--- src/rtl/z16_seq_ctrl.sv ---
// Multi-cycle sequencer for the z16 core: fetch, decode, execute, memory, write-back.
// Optional halt instruction (opcode 4'hF) enabled by defining Z16_HALT_EN.
module z16_seq_ctrl #(
    parameter logic [15:0] RESET_PC = 16'h0000
) (
    input  logic        i_clk,
    input  logic        i_rst_n,
    input  logic        i_imem_ack,
    input  logic [15:0] i_imem_rdata,
    input  logic        i_dmem_ack,
    output logic [15:0] o_pc,
    output logic        o_imem_req,
    output logic [15:0] o_ir,
    output logic        o_dmem_req,
    output logic        o_dmem_we,
    output logic        o_rf_we,
    output logic        o_retire,
    output logic [2:0]  o_state,
    output logic        o_halted
);

    typedef enum logic [2:0] {
        S_FETCH  = 3'd0,
        S_DECODE = 3'd1,
        S_EXEC   = 3'd2,
        S_MEM    = 3'd3,
        S_WB     = 3'd4,
        S_HALT   = 3'd5
    } state_t;

    // Handshake: a request is held high from state entry until its ack is seen;
    // an ack arriving in any other state is ignored.
    state_t      state_q, state_d;
    logic [15:0] pc_q, pc_d;
    logic [15:0] ir_q, ir_d;
    logic        retire_q, retire_d;
    logic [3:0]  opcode;
    logic        is_load, is_store;

    assign opcode   = ir_q[3:0];
    assign is_load  = (opcode == 4'hA);
    assign is_store = (opcode == 4'hB);

    always_ff @(posedge i_clk or negedge i_rst_n) begin
        if (!i_rst_n) begin
            state_q  <= S_FETCH;
            pc_q     <= RESET_PC;
            ir_q     <= 16'h0000;
            retire_q <= 1'b0;
        end else begin
            state_q  <= state_d;
            pc_q     <= pc_d;
            ir_q     <= ir_d;
            retire_q <= retire_d;
        end
    end

    // Retire is registered so it pulses in the cycle after the completing edge.
    always_comb begin
        state_d  = state_q;
        pc_d     = pc_q;
        ir_d     = ir_q;
        retire_d = 1'b0;
        case (state_q)
            S_FETCH: begin
                if (i_imem_ack) begin
                    ir_d    = i_imem_rdata;
                    state_d = S_DECODE;
                end
            end
            S_DECODE: state_d = S_EXEC;
            S_EXEC: begin
                if (is_load || is_store) begin
                    state_d = S_MEM;
`ifdef Z16_HALT_EN
                end else if (opcode == 4'hF) begin
                    state_d  = S_HALT;
                    retire_d = 1'b1;
`endif
                end else begin
                    state_d = S_WB;
                end
            end
            S_MEM: begin
                if (i_dmem_ack) begin
                    if (is_store) begin
                        state_d  = S_FETCH;
                        pc_d     = pc_q + 16'd2;
                        retire_d = 1'b1;
                    end else begin
                        state_d = S_WB;
                    end
                end
            end
            S_WB: begin
                state_d  = S_FETCH;
                pc_d     = pc_q + 16'd2;
                retire_d = 1'b1;
            end
            S_HALT: state_d = S_HALT;
            default: state_d = S_FETCH;
        endcase
    end

    always_comb begin
        o_imem_req = (state_q == S_FETCH);
        o_dmem_req = (state_q == S_MEM);
        o_dmem_we  = (state_q == S_MEM) && is_store;
        o_rf_we    = (state_q == S_WB);
    end

    assign o_pc     = pc_q;
    assign o_ir     = ir_q;
    assign o_retire = retire_q;
    assign o_state  = state_q;

`ifdef Z16_HALT_EN
    assign o_halted = (state_q == S_HALT);
`else
    assign o_halted = 1'b0;
`endif

endmodule

--- config.mk ---
export PLATFORM = sky130hd
export DESIGN_NAME = z16_seq_ctrl
export DESIGN_NICKNAME = d
export VERILOG_FILES = /design/src/rtl/z16_seq_ctrl.sv
export SDC_FILE = /design/constraint.sdc
export NUM_CORES = 1
export LEC_CHECK = 0
export CAP_MARGIN = 10
export CORE_UTILIZATION = 47
export CTS_CLUSTER_DIAMETER = 120
export CTS_CLUSTER_SIZE = 25
export DETAILED_ROUTE_END_ITERATION = 6
export PLACE_DENSITY = 0.85
export SETUP_SLACK_MARGIN = 0.5
export SYNTH_ARGS = -nofsm -noshare
export SYNTH_HDL_FRONTEND = slang
export SYNTH_SLANG_ARGS = --single-unit
--- constraint.sdc ---
create_clock -name i_clk -period 3.7 [get_ports i_clk]
set_input_delay 0.74 -clock i_clk [delete_from_list [all_inputs] [get_ports i_clk]]
set_output_delay 0.74 -clock i_clk [all_outputs]
set_load 0.03 [all_outputs]
==> results.py <==
metrics = {
    "power": {
        "ir_drop_mv": 0.595,
        "p_per_area_nw_per_um2": 792,
        "leakagePower_nw": 1.00,
        "power_w": 0.00180,
    },
    "timing": {
        "max_freq_mhz": 363,
        "tns_ns": 0,
        "min_period_ns": 2.76,
        "report.final.slew_viol_count": 0,
        "whs_ns": 0.476,
        "setup_viol_count_final": 0,
        "slew_headroom": 0.533,
        "worstMarginPinSlew_ns": 0.699,
        "finalCritPeriodShare": 0.745,
        "rsz0062_at_grt": "false",
        "fin_worst_skew_ns": 0.00557,
        "finalHoldViolations": 0,
    },
    "routing": {
        "dr.first_iter.drc_count": 97,
        "wl_per_cell_um": 14.5,
        "dr.pass1.iters": 4,
        "vias_per_cell": 5.15,
        "route.detailed.drc": 0,
        "ant_nets": 0,
        "finalWirelength_um": 3370,
        "vias": 1195,
    },
    "cts": {
        "cts-resized-gates": 0,
        "post_cts_buffers": 0,
        "clkLatencyLatePin_ns": 0.34,
        "holdBufCountCts": 0,
        "cts_tree": "yes",
        "cts-htree-levels": 2,
        "clk_path_buf_depth": 2,
        "cts_root_buf": "clkbuf_4",
        "path_clk_slew_ns": 0.11,
        "clock-sinks": 35,
        "cts_inserted_buffers": 5,
    },
    "layout": {
        "nNetsFinal": 208,
        "postLayoutCoreUtil": 0.722,
        "multiInputGateArea_um2": 661,
        "synthToLayoutAreaGrowth_pct": 42.2,
        "layout-drive-gt1-share": 0.181,
        "seq_area_um2": 876,
        "n_fill_cell": 221,
        "diodes": 0,
    },
    "critical_path": {
        "cp_data_required_time_ns": 2.96,
        "crit_chain": "and4b_1 -> and2_1 -> clkdlybuf4s50_1",
        "cp-end-kind": "output pin",
        "cp_max_fo": 11,
        "cp-start-kind": "flop",
        "worst-setup-path-type": "reg2out",
        "cp-startpoint": "o_state[1]",
        "crit_arrival_ns": 2.02,
        "slowest_delay_ns": 0.66,
        "critPathSlowestCell": "clkdlybuf4s50_1",
        "r2r_start": "o_state[1]",
    },
    "run_status": {
        "status": "finished, final reports clean",
    },
    "global_route": {
        "grtUsageTotal": 0.220,
        "grt_pass1_wl_um": 5600,
        "grt_pass1_vias": 1145,
        "grt_max_degree": 36,
        "grt_overflow_total": 0,
        "antenna_found_initial": 0,
    },
    "floorplan": {
        "dieHeight_um": 60.4,
        "rows": 20,
        "die_x_um": 60.4,
        "core_um2": 3150,
        "die_area_um2": 3640,
        "ios": 61,
        "start_util": 0.508,
    },
    "synthesis": {
        "synth_top_cell_area_share": 0.547,
        "yosys_warnings": 0,
        "synth_common_cells": "dfrtp_1, mux2_2, nand2_1",
        "synth-seq-area-share": 0.547,
        "ys.flop_type": "dfrtp_1",
        "avgSynthCellArea_um2": 12.8,
        "yosys.area.top_type": "dfrtp_1",
        "synth-edff-count": 0,
        "syn_area_um2": 1600,
        "yosysMostFrequentCell": "dfrtp_1",
        "synth-seq-cells": 35,
        "netlist_instances": 125,
        "yosys-top-cells-area": "dfrtp_1, mux2_2, xor2_1, buf_6, nand2_1",
        "yosysUniqueCellTypes": 30,
        "synthArstFlopShare": 1.00,
    },
    "place": {
        "port_buffers": 58,
        "hpwl_um": 2500,
        "gp_congestion": 0.908,
    },
    "hold_path": {
        "hp-start": "o_pc[15]",
        "hp-class": "reg2reg",
    },
    "flow_run": {
        "maxCapViolCount": 0,
    },
}
## report_power, final
group / internal (W) / switching (W) / leakage (nW) / total, W
sequential: 0.000510 / 0.000124 / 0.444 / 0.000634
clock: 0.000142 / 0.000132 / 0.0452 / 0.000274
combinational: 0.000407 / 0.000487 / 0.513 / 0.000895
## metrics by stage
stage	worst slack [ns]	instance area (µm²)	instances
3_5_place_dp	1.32	2190	224
6_report	0.943	2280	232
3_3_place_gp	1.38	2190	224
2_1_floorplan	1.60	1600	126
5_1_grt	0.839	2280	232
4_1_cts	0.923	2280	232
## path summary, 6_finish.rpt
kind	end	cells after the start	slack, ns
worst min register to register	o_pc[15]	1	0.48
worst min-delay path	o_pc[15]	1	0.48
worst max register to register	o_pc[5]	5	1.71
max in group asynchronous	o_ir[13]	2	2.60
worst max-delay path	o_dmem_we	3	0.94
min in group asynchronous	o_ir[5]	2	0.79
## registers in the layout, indices dropped and copies added (netlist names)
name      count
o_ir         16
o_pc         15
o_state       3
o_retire      1
## cell families after synthesis
logic type      after synthesis  synth area share
mux                          16             0.113
simple gates                 42             0.179
flops                        35             0.547
other cells                   1           0.00234
fa+ha+maj                     1           0.00782
compound gates                8            0.0321
xor+xnor                     14            0.0766
buf+inv                       8            0.0422
## area by class of cell
cell class	count	share of cell area
well taps	44	0.0242
repair buffers	60	0.262
inverters	2	0.00330
clock inverters	3	0.0192
flip-flops and latches	35	0.385
multi-input cells	83	0.290
clock buffers	5	0.0165
## critical path: cells and delay by family, from the launching register on
kind / cells / cell delay (ns)
simple gates: 2 / 0.44
buf+inv: 1 / 0.66
flops: 1 / 0.57
## layer usage
metal	share of wire	vias to the layer above	global-route usage
met5	0	-	0
met1	0.41	590	0.268
met2	0.53	39	0.355
met4	0.019	0	0.103
met3	0.042	7	0.0704
li1	-	559	-
## cell usage in the layout (no fill, tap or decap), types with 2 or more instances in the layout
cell type,instances
nand2_1,12
xnor2_1,5
and3b_1,2
nor3_1,5
clkbuf_4,5
and2_1,3
clkdlybuf4s50_1,58
dfrtp_1,35
o21ai_0,5
xor2_1,9
inv_1,2
buf_4,2
nor4_2,3
nor2_1,2
mux2_2,16
conb_1,2
nand3_1,2
nand4_1,4
Note: power is estimated with default switching activity, not from simulation.
